<file path="src/rtl/park_pkg.sv">
// Shared types and sizing for the parking-lot beam sensor decoder.
package park_pkg;

    localparam int unsigned COUNT_W          = 4;
    localparam int unsigned DEFAULT_CAPACITY = 15;

    typedef enum logic [2:0] {
        IDLE,
        EN_A,
        EN_AB,
        EN_B,
        EX_B,
        EX_AB,
        EX_A,
        WAIT_CLR
    } park_state_e;

endpackage

</file>
<file path="src/rtl/sync2.sv">
// Single-bit multi-flop synchronizer for an asynchronous sensor input.
module sync2 #(
    parameter int unsigned STAGES = 2
) (
    input  logic i_clk,
    input  logic i_rst_n,
    input  logic i_d,
    output logic o_q
);

    logic [STAGES-1:0] r_sync;

    always_ff @(posedge i_clk or negedge i_rst_n) begin
        if (!i_rst_n) begin
            r_sync <= '0;
        end else begin
            r_sync <= {r_sync[STAGES-2:0], i_d};
        end
    end

    assign o_q = r_sync[STAGES-1];

endmodule

</file>
<file path="src/rtl/park_sensor_decoder.sv">
// Two-beam direction decoder: tracks entry/exit sequences and maintains a saturating
// occupancy count with error and overflow pulses.
module park_sensor_decoder
    import park_pkg::*;
#(
    parameter int unsigned CAPACITY    = DEFAULT_CAPACITY,
    parameter int unsigned SYNC_STAGES = 2
) (
    input  logic               clk,
    input  logic               reset,
    input  logic               sensor_A,
    input  logic               sensor_B,
    output logic               inc,
    output logic               dec,
    output logic [COUNT_W-1:0] count,
    output logic               full,
    output logic               empty,
    output logic               seq_err,
    output logic               ovf
);

    localparam logic [COUNT_W-1:0] CAP_L = COUNT_W'(CAPACITY);

    logic               w_a_s;
    logic               w_b_s;
    logic [1:0]         w_ab;
    park_state_e        r_state;
    park_state_e        w_state_nxt;
    logic               w_entry_done;
    logic               w_exit_done;
    logic               w_err;
    logic               w_ovf_nxt;
    logic [COUNT_W-1:0] w_count_nxt;
    logic [COUNT_W-1:0] r_count;
    logic               r_inc;
    logic               r_dec;
    logic               r_seq_err;
    logic               r_ovf;

    sync2 #(
        .STAGES (SYNC_STAGES)
    ) u_sync_a (
        .i_clk   (clk),
        .i_rst_n (reset),
        .i_d     (sensor_A),
        .o_q     (w_a_s)
    );

    sync2 #(
        .STAGES (SYNC_STAGES)
    ) u_sync_b (
        .i_clk   (clk),
        .i_rst_n (reset),
        .i_d     (sensor_B),
        .o_q     (w_b_s)
    );

    assign w_ab = {w_a_s, w_b_s};

    // Each tracking state owns one sensor pattern; seeing it again means "hold".
    always_comb begin
        w_state_nxt  = r_state;
        w_entry_done = 1'b0;
        w_exit_done  = 1'b0;
        w_err        = 1'b0;
        case (r_state)
            IDLE: begin
                case (w_ab)
                    2'b10:   w_state_nxt = EN_A;
                    2'b01:   w_state_nxt = EX_B;
                    2'b11:   w_err = 1'b1;
                    default: ;
                endcase
            end
            EN_A: begin
                case (w_ab)
                    2'b10:   ;
                    2'b11:   w_state_nxt = EN_AB;
                    2'b00:   w_state_nxt = IDLE;
                    default: w_err = 1'b1;
                endcase
            end
            EN_AB: begin
                case (w_ab)
                    2'b11:   ;
                    2'b01:   w_state_nxt = EN_B;
                    2'b10:   w_state_nxt = EN_A;
                    default: w_err = 1'b1;
                endcase
            end
            EN_B: begin
                case (w_ab)
                    2'b01:   ;
                    2'b00: begin
                        w_state_nxt  = IDLE;
                        w_entry_done = 1'b1;
                    end
                    2'b11:   w_state_nxt = EN_AB;
                    default: w_err = 1'b1;
                endcase
            end
            EX_B: begin
                case (w_ab)
                    2'b01:   ;
                    2'b11:   w_state_nxt = EX_AB;
                    2'b00:   w_state_nxt = IDLE;
                    default: w_err = 1'b1;
                endcase
            end
            EX_AB: begin
                case (w_ab)
                    2'b11:   ;
                    2'b10:   w_state_nxt = EX_A;
                    2'b01:   w_state_nxt = EX_B;
                    default: w_err = 1'b1;
                endcase
            end
            EX_A: begin
                case (w_ab)
                    2'b10:   ;
                    2'b00: begin
                        w_state_nxt = IDLE;
                        w_exit_done = 1'b1;
                    end
                    2'b11:   w_state_nxt = EX_AB;
                    default: w_err = 1'b1;
                endcase
            end
            WAIT_CLR: begin
                if (w_ab == 2'b00) begin
                    w_state_nxt = IDLE;
                end
            end
            default: w_state_nxt = IDLE;
        endcase
        if (w_err) begin
            w_state_nxt = WAIT_CLR;
        end
    end

    always_comb begin
        w_count_nxt = r_count;
        w_ovf_nxt   = 1'b0;
        if (w_entry_done) begin
            if (r_count >= CAP_L) begin
                w_ovf_nxt = 1'b1;
            end else begin
                w_count_nxt = r_count + 1'b1;
            end
        end else if (w_exit_done) begin
            if (r_count == '0) begin
                w_ovf_nxt = 1'b1;
            end else begin
                w_count_nxt = r_count - 1'b1;
            end
        end
    end

    always_ff @(posedge clk or negedge reset) begin
        if (!reset) begin
            r_state   <= IDLE;
            r_count   <= '0;
            r_inc     <= 1'b0;
            r_dec     <= 1'b0;
            r_seq_err <= 1'b0;
            r_ovf     <= 1'b0;
        end else begin
            r_state   <= w_state_nxt;
            r_count   <= w_count_nxt;
            r_inc     <= w_entry_done;
            r_dec     <= w_exit_done;
            r_seq_err <= w_err;
            r_ovf     <= w_ovf_nxt;
        end
    end

    assign inc     = r_inc;
    assign dec     = r_dec;
    assign seq_err = r_seq_err;
    assign ovf     = r_ovf;
    assign count   = r_count;
    assign full    = (r_count == CAP_L);
    assign empty   = (r_count == '0);

endmodule

</file>
<file path="config.mk">
export PLATFORM = sky130hd
export DESIGN_NAME = park_sensor_decoder
export DESIGN_NICKNAME = d
export VERILOG_FILES = /design/src/rtl/park_pkg.sv /design/src/rtl/sync2.sv /design/src/rtl/park_sensor_decoder.sv
export SDC_FILE = /design/constraint.sdc
export NUM_CORES = 1
export LEC_CHECK = 0
export CORE_MARGIN = 1
export CORE_UTILIZATION = 46
export CTS_BUF_LIST = sky130_fd_sc_hd__clkbuf_16
export CTS_CLUSTER_DIAMETER = 40
export DETAILED_ROUTE_END_ITERATION = 8
export PLACE_DENSITY = 0.82
export SYNTH_ARGS = -nofsm -noshare
export SYNTH_HDL_FRONTEND = slang
export SYNTH_SLANG_ARGS = --single-unit
</file>
<file path="constraint.sdc">
create_clock -name clk -period 2.1 [get_ports clk]
set_input_delay 0.42 -clock clk [delete_from_list [all_inputs] [get_ports clk]]
set_output_delay 0.42 -clock clk [all_outputs]
set_load 0.01 [all_outputs]
</file>
==> results.md, run 1 <==
- Status: completed
- R2R setup slack: 0.19 ns
- Post-Route WL: 1650 um
- Synth Area per Inst: 10.9 um^2
- Yosys warns: 0
- Max-cap violations: 0
- Fraction of layout cells with a size suffix above 1: between 10 and 15%
- IO Pins: 14
- Nets: 111
- Die Ht: 45.9 um
- Sequential area share after synthesis: 42.4%
- First-pass GRT wire length: 2590 um
- Overall power: approximately 1600 uW
- TritonCTS Buffers: 3
- Synth top area cells: dfrtp_1, ha_1, inv_1
- Top cell type's share of synthesized area: between 40% and 50%
- Root Buffer: clkbuf_16
- Hold Path Sink: u_sync_a.r_sync[1]$_DFF_PN0_
- Detailed Place HPWL: between 1000 and 1500 um
- Setup ws final: 0.0922 ns
- Hold Violations, Final: 0
- Dpl cells: 119
- Port buffer count: 13
- Top FF cell, synth: dfrtp_1
- Crit path DAT: 1.59 ns
- Row count: 15
- H-tree Lvls: 1
- Mapped Nets: 92
- DRT Pass-1 Iters: 4
- Max-slew violation count: 0
- Most frequent cells in the layout: dfrtp_1, clkdlybuf4s50_1, inv_1, ha_1, buf_4
- Initial drt markers: 10
- CP Launch Point: count[0]$_DFFE_PN0P_
- Hold Path Origin: u_sync_a.r_sync[0]$_DFF_PN0_
- Final setup fails: 0
- Final GP Congestion: slightly below 0.8
- Core area: approximately 1800 um^2
- Crit path launch type: register
- Hold Path Class: reg -> reg
- Final non-filler cell total: 124
- Vias/cell: 5.53
- Die width: 45.9 um
- Initial Util: 50.1%
- Final critical-path share of the clock period: 95.6%
- DP Worst Slack: 0.105 ns
- Clock Pin Slew Worst Setup and Hold Paths: approximately 0.05 ns
- Slew @ Worst Pin: 0.629 ns
- Initial antenna violation count: 0
- Vias in the first global route: 597
- RSZ-0062 raised after global routing: false
- Clock skew: 0.00135 ns
- Area added between synthesis and finish: 30.0%
- Largest net degree at the start of global routing: 17
- Total global-route track usage: 18.0%
- Post-synth cell types: 37
- CTS tree: built
- Critical path class: reg -> out
- Clock Path Buffers: 2
- Fmax: 0.498 GHz
- Mapped Cells: a little over 80
- CP required: 1.68 ns
- Crit Path Max Fanout: 6
- Worst vdd ir: roughly 840 uV
- Number of synthesized flops with an enable pin: 0
- Full die area: between 2000 and 2500 um^2
- Most common cell after layout, fill and taps aside: dfrtp_1
- Hold Buf Count CTS: 0
- ANT nets after route: 0
- Slew headroom: about 58%
- Worst skew pair latency: 0.24 ns
- Fillers: 139
- Reg2reg path depth: 7
- Post-synth ARST share: 100%
- Post-synthesis register bit count: 15
- Reg2reg start: u_sync_a.r_sync[1]$_DFF_PN0_
- Tmin final: 2.01 ns
- Setup TNS: 0 ns
- Ant diodes: 0
- Drt drc: 0
- Kind of end point of the critical path: primary output
- Fin util: 65.2%
- Synthesized area: roughly 880 um^2
- Worst R2R End: count[2]$_DFFE_PN0P_
- LEAKAGE: 0.000490 uW
- Largest area contributor in the netlist: dfrtp_1
- CTS sink count: 15
- Global route overflow: 0
- PD cells: around 1400 nW/um^2
- Post-DR wirelength/cell: between 10 and 15 um
- Via Count: ~700
- Hold path cells: 0
## cell type report
type	instances	area (um^2)	share of cell area [%]
clock buffers	3	75.1	6.53
clock inverters	1	5.00	0.435
inverters	6	22.5	1.96
multi-input cells	56	474	41.2
flip-flops and latches	15	375	32.6
well taps	25	31.3	2.72
repair buffers	18	166	14.5
## synthesized netlist by cell type, types with 3 or more instances
cell type,count
o21ai_0,4
nand2b_1,3
nor2_1,3
nor3_1,3
dfrtp_1,15
ha_1,6
inv_1,6
a21oi_1,3
## how the worst max path moves through the flow
stage | depth (start not counted) | slack, ns | to
final | 2 | 0.09 | full
after global routing | 2 | 0.02 | full
after CTS | 2 | 0.08 | full
after global placement | 8 | 0.23 | count[3]$_DFFE_PN0P_
after detailed placement | 8 | 0.11 | count[3]$_DFFE_PN0P_
after floorplan | 8 | 0.15 | count[3]$_DFFE_PN0P_
## layer usage
layer	up-vias	share of wire [%]	GRT usage [%]
met3	0	3.6	7.14
li1	332	-	-
met1	338	44	24.2
met2	16	52	27.6
met4	0	0	3.53
met5	-	0	0
## stage by stage
stage / area, um^2 / hold WS [ns]
floorplan: 885 / 0.124
global placement: 1050 / 0.334
detailed placement: 1050 / 0.337
CTS: 1130 / 0.348
global route: 1150 / 0.361
finish: 1150 / 0.345
## registers in the layout, summed over array words and instances (netlist names)
| signal | flops |
|---|---|
| count | 4 |
| r_state | 3 |
| u_sync_a.r_sync | 2 |
| u_sync_b.r_sync | 2 |
| dec | 1 |
| inc | 1 |
| ovf | 1 |
| seq_err | 1 |
## report_power, final
part / switching [uW] / total [uW] / internal [uW] / leakage (uW)
clock network: 105 / 358 / 253 / 0.0000409
registers: 114 / 490 / 376 / 0.000183
logic: 365 / 754 / 389 / 0.000267
## cell families (layout without fill, tap and decap cells)
| logic type | count (synthesis) | in the layout | synth area share [%] |
|---|---|---|---|
| buffers and inverters | 10 | 28 | 5.37 |
| multiplexers | 5 | 5 | 7.35 |
| AO/OA/AOI/OAI | 18 | 18 | 13.6 |
| flip-flops | 15 | 15 | 42.4 |
| XOR/XNOR | 3 | 3 | 2.97 |
| adder cells (fa/ha/maj) | 7 | 7 | 10.7 |
| AND/OR/NAND/NOR | 23 | 23 | 17.5 |
## critical path, cell delays in order (launching register included)
cell	delay, ns
dfrtp_1	0.51
and4_4	0.30
clkdlybuf4s50_1	0.53
## what timing repair did
| action | in CTS | in global routing |
|---|---|---|
| setup buffers | 0 | 1 |
| setup endpoints to repair | 1 | 1 |
| resized for setup | 1 | 1 |
| pin swaps | 1 | 0 |
No activity file was read; power rests on OpenSTA's default activity.
==> inputs of run 2 (changes only) <==
Settings changed: ABC_CLOCK_PERIOD_IN_PS set to 2100, GPL_TIMING_DRIVEN set to 0.
==> run 2 against run 1 <==
Compared with the run above:
- highest routed layer is now met4
- sequential share of layout area shrank 2.1 points
- critical path depth is the same
- cell count grew 6.5%
- non-clock buffer count grew 8
==> results.md, run 2 (same netlist as run 1, synthesis figures left out) <==
- Fmax: 0.490 GHz (-1.5%)
- Hold Buf Count CTS: 0 (unchanged)
- Max-slew violation count: 0 (unchanged)
- CP required: 1.68 ns (about the same)
- Slew headroom: 55.6% (-2.4 points)
- DRT Pass-1 Iters: 6 (+2)
- First-pass GRT wire length: 2920 um (+12%)
- LEAKAGE: 0.000536 uW (+9.3%)
- Port buffer count: 13 (unchanged)
- Crit-path cells: and4_4, clkdlybuf4s50_1
- Fin util: 69.6% (+4.5 points)
- Clock skew: 0.00179 ns (+0.000436 ns)
- Core area: 1760 um^2 (unchanged)
- Drt drc: 0 (unchanged)
- Global route overflow: 0 (unchanged)
- Die width: 45.9 um (unchanged)
- Fraction of layout cells with a size suffix above 1: 24.3% (+10 points)
- Worst vdd ir: 1040 uV (+24%)
- ANT nets after route: 0 (unchanged)
- Initial Util: 50.1% (unchanged)
- IO Pins: 14 (unchanged)
- Post-Route WL: 2010 um (+22%)
- GR peak layer: met2
- Setup TNS: 0 ns (unchanged)
- Fillers: 134 (-3.6%)
- Full die area: 2100 um^2 (unchanged)
- Crit path max-delay family: buffers and inverters
- Critical path's largest stage delay: 0.54 ns (about the same)
- Kind of end point of the critical path: primary output
- Crit path launch type: register
- Critical path class: reg -> out
- H-tree Lvls: 1 (unchanged)
- Worst skew pair latency: 0.24 ns (about the same)
- Setup ws final: 0.0608 ns (-0.0314 ns)
- Final critical-path share of the clock period: 97.1% (+1.5 points)
- Hold Violations, Final: 0 (unchanged)
- Tmin final: 2.04 ns (+0.0314 ns)
- Post-DR wirelength/cell: 15.3 um (+15%)
- Detailed Place HPWL: 1270 um (+5.0%)
- Overall power: 1670 uW (+4.1%)
- Crit path DAT: 1.62 ns (+0.03 ns)
- GRT met3 Usage: 7.54% (+0.40 points)
- Worst path bufs/invs: 1 (unchanged)
- CTS sink count: 15 (unchanged)
- Vias/cell: 5.46 (-1.3%)
- CTS tree: built
- R2R setup slack: 0.09 ns (-0.10 ns)
- Die Ht: 45.9 um (unchanged)
- Root Buffer: clkbuf_16
- Slew @ Worst Pin: 0.665 ns (+0.0351 ns)
- Crit Path Max Fanout: 6 (unchanged)
- Total global-route track usage: 19.8% (+1.8 points)
- TritonCTS Buffers: 3 (unchanged)
- Status: completed
- Final setup fails: 0 (unchanged)
- Clock Pin Slew Worst Setup and Hold Paths: 0.05 ns (about the same)
- Met2 Usage GRT: 34.9% (+7.3 points)
- Hold Path Class: reg -> reg
- Initial drt markers: 13 (+3)
- Final GP Congestion: 0.841 (+8.3%)
- Area added between synthesis and finish: 38.9%
- Vias in the first global route: 662 (+11%)
- Max-cap violations: 0 (unchanged)
- Clock Path Buffers: 2 (unchanged)
- PD cells: 1360 nW/um^2 (-2.5%)
- Hold_ws: 0.346 ns (+0.00109 ns)
- Ant diodes: 0 (unchanged)
- Nets: 119 (+7.2%)
- Row count: 15 (unchanged)
- Crit-path slowest cell: clkdlybuf4s50_1
- Largest net degree at the start of global routing: 16 (-1)
- Grt met1 use: 23.0% (-1.2 points)
- Initial antenna violation count: 0 (unchanged)
- Most frequent cells in the layout: dfrtp_1, clkdlybuf4s50_1, buf_4
- DP Worst Slack: -0.190 ns (-0.295 ns)
- Most common cell after layout, fill and taps aside: dfrtp_1
- Max reg flops: 4 (unchanged)
- Via Count: 721 (+5.1%)
-- run 2: worst register-to-register path: stages (launching register included) --
cell and delay [ns]:
dfrtp_1 0.40, inv_2 0.09, ha_4 0.15, nand4b_1 0.25, buf_4 0.24, fa_2 0.33
xor2_1 0.16, mux2_1 0.28
-- run 2: timing repair --
| action | in CTS | in global routing |
|---|---|---|
| setup buffers | 2 | 7 |
| resized for setup | 2 | 6 |
| setup endpoints to repair | 2 | 4 |
| pin swaps | 1 | 3 |
-- run 2: path summary, 6_finish.rpt --
| kind | startpoint | to | cells past startpoint |
|---|---|---|---|
| setup / recovery | count[0]$_DFFE_PN0P_ | full | 2 |
| hold / removal | u_sync_a.r_sync[0]$_DFF_PN0_ | u_sync_a.r_sync[1]$_DFF_PN0_ | 0 |
| setup reg to reg | u_sync_a.r_sync[1]$_DFF_PN0_ | count[2]$_DFFE_PN0P_ | 7 |
| hold reg to reg | u_sync_a.r_sync[0]$_DFF_PN0_ | u_sync_a.r_sync[1]$_DFF_PN0_ | 0 |
| max in group asynchronous | reset | u_sync_b.r_sync[0]$_DFF_PN0_ | 1 |
| min in group asynchronous | reset | seq_err$_DFF_PN0_ | 1 |
-- run 2: per-stage QoR --
step           area (um^2)  cells
2_1_floorplan          885     81
3_3_place_gp          1050    119
3_5_place_dp          1050    119
4_1_cts               1150    125
5_1_grt               1230    132
6_report              1230    132
-- run 2: report_power, final --
part / total [uW] / internal, uW / switching [uW]
sequential: 496 / 376 / 120
clock: 360 / 253 / 107
combinational: 813 / 412 / 401
-- run 2: cell type report --
cell class	count	area [um^2]	area share [%]
repair buffers	22	200	16.3
clock buffers	3	75.1	6.11
multi-input cells	56	494	40.2
well taps	25	31.3	2.55
clock inverters	1	5.00	0.407
plain buffers	4	25.0	2.04
inverters	6	22.5	1.83
flip-flops and latches	15	375	30.5
-- run 2: metal layers --
layer / share of wire, % / wire (um) / up-vias
met1: 43 / 873 / 353
met3: 2.2 / 45 / 2
met2: 53 / 1080 / 14
li1: - / - / 352
met4: 0.89 / 18 / 0
met5: 0 / 0 / -
==> inputs of run 3 (changes only) <==
Settings changed: CORE_MARGIN 1 to not set.
==> results of run 3 <==
No change in the layout: final DEF, timing and power equal those of run 2.
